[src/rtl/genius_sequencer.sv]
// rtl/genius_sequencer.sv - Simon-style game sequencer: colour capture, playback and input checking
// Optional feature macro: GENIUS_TIMEOUT_EN (player inactivity timeout while waiting for input)
// Ports:
//   clk, rst          clock, synchronous active-high reset
//   start             one-cycle pulse, starts a new game from IDLE, WIN or LOSE
//   btn[3:0]          debounced one-hot button pulses
//   rand_signal[3:0]  RNG colour code; rand_ready = colour valid; rand_enable = RNG run/hold
//   led[3:0]          one-hot lamp drive (1111 on win)
//   level[LW-1:0]     current sequence length
//   busy, win, game_over  status flags
module genius_sequencer #(
    parameter int MAX_LEN        = 16,
    parameter int ON_CYCLES      = 25000000,
    parameter int OFF_CYCLES     = 12500000,
    parameter int TIMEOUT_CYCLES = 250000000,
    localparam int LW            = $clog2(MAX_LEN + 1)
) (
    input  logic          clk,
    input  logic          rst,
    input  logic          start,
    input  logic [3:0]    btn,
    input  logic [3:0]    rand_signal,
    input  logic          rand_ready,
    output logic          rand_enable,
    output logic [3:0]    led,
    output logic [LW-1:0] level,
    output logic          busy,
    output logic          win,
    output logic          game_over
);
    // Memory is a power of two deep so the address slice exactly matches its index width.
    localparam int AW     = $clog2(MAX_LEN);
    localparam int DEPTH  = 1 << AW;
    localparam int T_MAX0 = (ON_CYCLES > OFF_CYCLES) ? ON_CYCLES : OFF_CYCLES;
    localparam int T_MAX  = (T_MAX0 > TIMEOUT_CYCLES) ? T_MAX0 : TIMEOUT_CYCLES;
    localparam int TW     = $clog2(T_MAX + 1);

    localparam logic [TW-1:0] T_ON    = TW'(ON_CYCLES);
    localparam logic [TW-1:0] T_OFF   = TW'(OFF_CYCLES);
    localparam logic [TW-1:0] T_ONE   = TW'(1);
    localparam logic [LW-1:0] LEN_MAX = LW'(MAX_LEN);
`ifdef GENIUS_TIMEOUT_EN
    localparam logic [TW-1:0] T_TO    = TW'(TIMEOUT_CYCLES);
`endif

    typedef enum logic [2:0] {
        S_IDLE, S_GEN, S_SHOW_ON, S_SHOW_OFF, S_WAIT_IN, S_WIN, S_LOSE
    } state_t;

    state_t        state_q, state_d;
    logic [LW-1:0] level_q, level_d;
    logic [LW-1:0] idx_q, idx_d, idx_inc;
    logic [TW-1:0] timer_q, timer_d;
    logic [1:0]    seq_q [DEPTH];
    logic          seq_we;
    logic [1:0]    seq_wdata;
    logic [1:0]    cur_col;
    logic [1:0]    nxt_col;
    logic [3:0]    led_q, led_d;
    logic          rand_enable_q, rand_enable_d;
    logic          busy_q, busy_d;
    logic          win_q, win_d;
    logic          game_over_q, game_over_d;

    function automatic logic [1:0] decode_col(input logic [3:0] code);
        case (code)
            4'b0001: decode_col = 2'd0;
            4'b0010: decode_col = 2'd1;
            4'b0100: decode_col = 2'd2;
            4'b0011: decode_col = 2'd3;
            default: decode_col = 2'd0;
        endcase
    endfunction

    function automatic logic [3:0] onehot(input logic [1:0] col);
        onehot = 4'b0001 << col;
    endfunction

    assign idx_inc   = idx_q + LW'(1);
    assign seq_wdata = decode_col(rand_signal);
    assign cur_col   = seq_q[idx_q[AW-1:0]];

    always_comb begin
        state_d = state_q;
        level_d = level_q;
        idx_d   = idx_q;
        timer_d = timer_q;
        seq_we  = 1'b0;
        case (state_q)
            S_IDLE, S_WIN, S_LOSE: begin
                if (start) begin
                    level_d = '0;
                    idx_d   = '0;
                    state_d = S_GEN;
                end
            end
            S_GEN: begin
                if (rand_ready) begin
                    seq_we  = 1'b1;
                    level_d = level_q + LW'(1);
                    idx_d   = '0;
                    timer_d = T_ON;
                    state_d = S_SHOW_ON;
                end
            end
            S_SHOW_ON: begin
                if (timer_q == T_ONE) begin
                    timer_d = T_OFF;
                    state_d = S_SHOW_OFF;
                end else begin
                    timer_d = timer_q - T_ONE;
                end
            end
            S_SHOW_OFF: begin
                if (timer_q == T_ONE) begin
                    if (idx_inc == level_q) begin
                        idx_d   = '0;
                        state_d = S_WAIT_IN;
`ifdef GENIUS_TIMEOUT_EN
                        timer_d = T_TO;
`endif
                    end else begin
                        idx_d   = idx_inc;
                        timer_d = T_ON;
                        state_d = S_SHOW_ON;
                    end
                end else begin
                    timer_d = timer_q - T_ONE;
                end
            end
            S_WAIT_IN: begin
                // A press always wins over a timeout expiring in the same cycle.
                if (btn != 4'b0000) begin
                    if (btn == onehot(cur_col)) begin
                        idx_d = idx_inc;
`ifdef GENIUS_TIMEOUT_EN
                        timer_d = T_TO;
`endif
                        if (idx_inc == level_q) begin
                            if (level_q == LEN_MAX) begin
                                state_d = S_WIN;
                            end else begin
                                idx_d   = '0;
                                state_d = S_GEN;
                            end
                        end
                    end else begin
                        // idx is left pointing at the colour the player missed.
                        state_d = S_LOSE;
                    end
`ifdef GENIUS_TIMEOUT_EN
                end else if (timer_q == T_ONE) begin
                    state_d = S_LOSE;
                end else begin
                    timer_d = timer_q - T_ONE;
`endif
                end
            end
            default: state_d = S_IDLE;
        endcase
    end

    // Outputs are decoded from the next state and registered; the colour read
    // bypasses the memory when the GEN write targets the slot shown first.
    always_comb begin
        nxt_col       = (seq_we && (level_q[AW-1:0] == idx_d[AW-1:0])) ? seq_wdata
                                                                       : seq_q[idx_d[AW-1:0]];
        led_d         = 4'b0000;
        rand_enable_d = 1'b0;
        busy_d        = 1'b0;
        win_d         = 1'b0;
        game_over_d   = 1'b0;
        case (state_d)
            S_GEN: begin
                rand_enable_d = 1'b1;
                busy_d        = 1'b1;
            end
            S_SHOW_ON: begin
                busy_d = 1'b1;
                led_d  = onehot(nxt_col);
            end
            S_SHOW_OFF: busy_d = 1'b1;
            S_WIN: begin
                win_d = 1'b1;
                led_d = 4'b1111;
            end
            S_LOSE: begin
                game_over_d = 1'b1;
                led_d       = onehot(nxt_col);
            end
            default: led_d = 4'b0000;
        endcase
    end

    always_ff @(posedge clk) begin
        if (rst) begin
            state_q       <= S_IDLE;
            level_q       <= '0;
            idx_q         <= '0;
            timer_q       <= '0;
            led_q         <= 4'b0000;
            rand_enable_q <= 1'b0;
            busy_q        <= 1'b0;
            win_q         <= 1'b0;
            game_over_q   <= 1'b0;
        end else begin
            state_q       <= state_d;
            level_q       <= level_d;
            idx_q         <= idx_d;
            timer_q       <= timer_d;
            led_q         <= led_d;
            rand_enable_q <= rand_enable_d;
            busy_q        <= busy_d;
            win_q         <= win_d;
            game_over_q   <= game_over_d;
        end
    end

    always_ff @(posedge clk) begin
        if (seq_we) begin
            seq_q[level_q[AW-1:0]] <= seq_wdata;
        end
    end

    assign led         = led_q;
    assign level       = level_q;
    assign rand_enable = rand_enable_q;
    assign busy        = busy_q;
    assign win         = win_q;
    assign game_over   = game_over_q;
endmodule

[config.mk]
export PLATFORM = sky130hd
export DESIGN_NAME = genius_sequencer
export DESIGN_NICKNAME = d
export VERILOG_FILES = /design/src/rtl/genius_sequencer.sv
export SDC_FILE = /design/constraint.sdc
export NUM_CORES = 1
export LEC_CHECK = 0
export CAP_MARGIN = 5
export CELL_PAD_IN_SITES_DETAIL_PLACEMENT = 0
export CELL_PAD_IN_SITES_GLOBAL_PLACEMENT = 1
export CORE_ASPECT_RATIO = 0.7
export CORE_MARGIN = 10
export CORE_UTILIZATION = 49
export CTS_BUF_LIST = sky130_fd_sc_hd__clkbuf_4 sky130_fd_sc_hd__clkbuf_8
export DETAILED_ROUTE_END_ITERATION = 16
export PLACE_DENSITY_LB_ADDON = 0.1
export SYNTH_ARGS = -nofsm -noshare
export SYNTH_HDL_FRONTEND = slang
export SYNTH_SLANG_ARGS = --single-unit
export TNS_END_PERCENT = 10
[constraint.sdc]
create_clock -name clk -period 5.3 [get_ports clk]
set_clock_uncertainty 0.15 [all_clocks]
set_input_delay 1.06 -clock clk [delete_from_list [all_inputs] [get_ports clk]]
set_output_delay 1.06 -clock clk [all_outputs]
set_load 0.005 [all_outputs]
Word level (Yosys, flattened, before mapping). Memories as Yosys holds them, arrays and structs flattened. A register that Yosys moved wholly into a read port is not among the register bits. Cells that the tools add are included.

Register bits after elaboration: 49. RAM bits: 32. Word-level logic and storage cells: 92. Memories kept: 1.

Memory list: seq_q (words 16, width 2, rd ports 2, clocked after Yosys merged registers in 1, wr ports 1, RTL line 54) `logic [1:0] seq_q [DEPTH];`.

Add/subtract/negate cells: 3. Equal/unequal tests: 25. Shift-type cells: 2. Multiplexer cells: 39. Reductions and logical operators: 12.

Operator list (count): 28-bit two-way mux (4); 28-bit case mux with 3 select lines (1); 5-bit two-way mux (10); 28-bit by 1-bit equality test with 1-bit output (second input constant) (1); 28-bit by 1-bit subtractor with 28-bit output (second input constant) (1); 3-bit two-way mux (9); 5-bit case mux with 4 select lines (1); 3-bit equality test (second input constant) (5); 3-bit case mux with 5 select lines (1); 3-bit by 2-bit equality test with 1-bit output (second input constant) (4); 5-bit by 1-bit adder with 5-bit output (second input constant) (2); 2-bit inequality test (second input constant) (5); 5-bit case mux with 2 select lines (1); 4-bit by 2-bit equality test with 1-bit output (second input constant) (2); 4-bit equality test (2); 1-bit two-way mux (8); 4-bit case mux with 2 select lines (1); 4-bit nonzero test (2); 1-bit by 2-bit left shift with 4-bit output (first input constant) (2); 3-bit by 1-bit equality test with 1-bit output (second input constant) (2); 2-bit case mux with 3 select lines (1); 3-bit AND reduction (2); 6-bit AND reduction (1); 3-bit OR reduction (2); other kinds (11) (11).

Depth between registers and ports, before layout.
Depth in word-level cells: 11. Mapped depth: 15.

Worst setup path after synthesis. OpenSTA, ideal clock, no wires.

Path kind: input port to flip-flop. Start: input port rand_ready. End: register led_q[3] (netlist: led[3]). Library setup time: 0.126 ns. Data arrival time: 3.683 ns. Required time: 5.024 ns. Path slack: 1.340 ns. Stages on the path: 13. Buffers on the path: 1. Cell sequence: nand2_1 -> nor3_1 -> a221o_1 -> a31oi_2 -> mux2i_1 -> inv_1 -> or3_4 -> buf_6 -> mux4_2 -> mux2_4 -> mux2_4 -> mux2i_4 -> o31ai_1.

Longest elaborated chain between the ends: 7.

Ends and longest elaborated chain: start, declared (RTL line 23) `input logic rand_ready,`; parallel branches: the longest is 6 deep, another holds memory 16 x 2 bit; 4-bit case mux with 2 select lines * (RTL line 173) `case (state_d)`; end signal, assigned (RTL line 211) `led_q <= led_d;`; end, declared (RTL line 59) `logic [3:0] led_q, led_d;`.

Every way passes the cells marked *. The select of a mux whose other input is x is not followed. A chain may end at the register's enable or synchronous reset.

Worst setup path in the final report.
Start: register idx_q[0]. End: register led_q[2] (netlist: led[2]).

Longest elaborated chain between the ends: 11.

Ends and longest elaborated chain: start, declared (RTL line 52) `logic [LW-1:0] idx_q, idx_d, idx_inc;`; start signal, assigned (RTL line 209) `idx_q <= idx_d;`; parallel branches: the longest is 10 deep, another holds 5-bit by 1-bit adder with 5-bit output; 4-bit case mux with 2 select lines * (RTL line 173).

Marked as above.

==> impl_metrics.toml <==
[clock_network]
cts_setup_buffers = 0
cts_buffers = 9
path_clk_slew_ns = 0.10
cts-root-buf = "clkbuf_8"
cts_max_level = 3
clockBufferDepth = 2
cts_sinks = 81
cts_hold_buf = 0
cts_resized = 0
clk_latency_ns = 0.38
cts_tree = "done"

[global_routing]
grt_pass1_wl_um = 19100
gr-usage-all-layers_pct = 17.6
grt_pass1_vias = 3576
antenna_found_initial = 0
gr-total-overflow = 0
grt_max_degree = 28

[drt]
dr.pass1.iters = 5
drc = 0
post_drt_wl_per_cell_um = 18.3
viasPerCell = 5.95
ant_nets = 0
routed_wl_um = 11800
vias = 3858
first_iter_violations = 364

[yosys]
synth_area_leader_cell = "dfxtp_1"
yosys_warnings = 0
syn-num-nets = 516
async_reset_ff_share_pct = 0
synth.area.top_cells = "dfxtp_1, edfxtp_1, nor2_1"
syn_inst = 497
yosysTopAreaCellShare_pct = 21.1
syn_area_um2 = 4640
synth-edff-count = 32
synth_ff_type = "dfxtp_1"
ys_ff_latch = 81
synth.distinct_cells = 73
synth.avg_cell_area_um2 = 9.34
yosysSeqAreaShare_pct = 41.8

[die]
fp.dieArea_um2 = 13800
rows = 29
dieWidth_um = 136
core_um2 = 9140
initial_core_util_pct = 50.8
ios = 25
die_h_um = 101

[sta]
fin_crit_sh_pct = 91.5
min_period_ns = 4.85
rsz0062_at_grt = "false"
tightest_slew_ns = 0.704
maxSlewViolCount = 0
layout_setup_ws_ns = 0.449
slew_headroom_pct = 53.1
tns_ns = 0
setup_violations = 0
final-hold-violation-count = 0
max_freq_mhz = 206

[power_and_ir_drop]
p_per_area_nw_per_um2 = 322
peakVddDrop_mv = 0.238
fin_total_pwr_uw = 1680
p_leak_uw = 0.00174

[setup_path]
path_class = "reg2reg"
cp_slowest_stage_delay_ns = 0.69
timing.rr.start = "idx_q[0]"
cp-startpoint = "idx_q[0]"
critPathMostFrequentCell = "xnor2_1"
cp_data_required_time_ns = 5.47
critPathArrivalTime_ns = 5.03
startpoint_type = "flip-flop"
rrSetupSlack_ns = 0.45
cp_slowest_cell = "dfxtp_1"
r2r_cells = 14
worstPathMaxFanout = 9
worstPathCellList = "buf_4 > ha_1 > xor2_1 > xnor2_1 > nand4_1 > o21ai_1 > nand2_1 > a22o_2 > o2bb2ai_1 > xnor2_1 > nor4_4 > mux2_4 > mux2i_4 > a31o_1"
cp-end-kind = "flip-flop"

[cells_and_area]
final_area_um2 = 5200
antennaDiodeCount = 0
instances_no_fill = 648
fin_nets = 538
mostFrequentLayoutCells = "nor2_1, nand2_1, dfxtp_1"
area_delta_synth_final_pct = 12.1
final_layout_size_suffix_gt1_share_pct = 10.5
final_common_cell = "nor2_1"
n_fill_cell = 831

[hold_path]
hold_depth = 2
worstHoldStart = "timer_q[27]"
min_path_type = "reg2reg"

[placement]
hpwl_um = 8710
pre_cts_ws_ns = 0.569
io_buffers = 24
gp_congestion = 0.909
placed_cell_area_um2 = 5000
dp.cells = 632

[status]
status = "completed"

[job]
maxCapViolCount = 0
## final cells by class
type                            count  area, um2  area share, %
Timing Repair Buffer               33        308           5.92
Inverter                           14       52.6           1.01
Tap cell                          124        155           2.98
Multi-Input combinational cell    380       2540           48.9
Clock buffer                        9        124           2.38
Clock inverter                      7       78.8           1.52
Sequential cell                    81       1940           37.3
## stage by stage
step | hold slack, ns | utilization (%)
after CTS | 0.351 | 56.9
after detailed placement | 0.336 | 54.7
final | 0.351 | 56.9
after global placement | 0.320 | 54.7
after floorplan | 0.309 | -
after global routing | 0.364 | 56.9
## per-layer routing
layer	GRT usage [%]	routed length, um
met1	26.4	6060
met2	21.9	4360
met3	7.67	1310
met4	4.41	118
met5	0	0
## cells in the mapped netlist, types with 5 or more instances
master / count
nor2_1: 70
nand2_1: 50
dfxtp_1: 49
a21oi_1: 33
edfxtp_1: 32
nor3_1: 24
o21ai_0: 21
xnor2_1: 21
clkbuf_1: 14
inv_1: 14
nor4_1: 12
nand3_1: 11
xor2_1: 10
ha_1: 7
mux2i_1: 6
mux4_2: 6
a211oi_1: 5
mux2_2: 5
nand2b_1: 5
or3_1: 5
## critical path, delay by kind of cell, from the launching register on
family	cells	cell delay, ns
AO/OA/AOI/OAI	4	1.46
XOR/XNOR	3	0.53
adder cells (fa/ha/maj)	1	0.26
buffers and inverters	1	0.29
flip-flops	1	0.69
multiplexers	2	0.52
AND/OR/NAND/NOR	3	0.86
## registers in the layout (all words and copies together) (netlist names)
| signal | flops |
|---|---|
| seq_q | 32 |
| timer_q | 28 |
| idx_q | 5 |
| level | 5 |
| led | 4 |
| state_q | 3 |
| busy | 1 |
| game_over | 1 |
| rand_enable | 1 |
| win | 1 |
## cell families after synthesis
| kind of cell | Yosys count | synth area share, % |
|---|---|---|
| and+or+nand+nor | 214 | 23.5 |
| AOI/OAI and AO/OA | 103 | 14.7 |
| DFF | 81 | 41.8 |
| buffers and inverters | 36 | 3.40 |
| xor gates and xnor gates | 31 | 5.85 |
| muxes | 24 | 8.57 |
| adders and majority gates | 8 | 2.10 |
## report_power, final
group | internal [uW] | switching (uW) | total (uW)
clock network | 190 | 271 | 461
registers | 697 | 62.3 | 759
logic | 182 | 274 | 455
## path summary, 6_finish.rpt
check / endpoint
worst max register to register: led[2]
worst min register to register: timer_q[27]
worst min-delay path: timer_q[27]
worst max-delay path: led[2]
No activity file was read; power rests on OpenSTA's default activity.
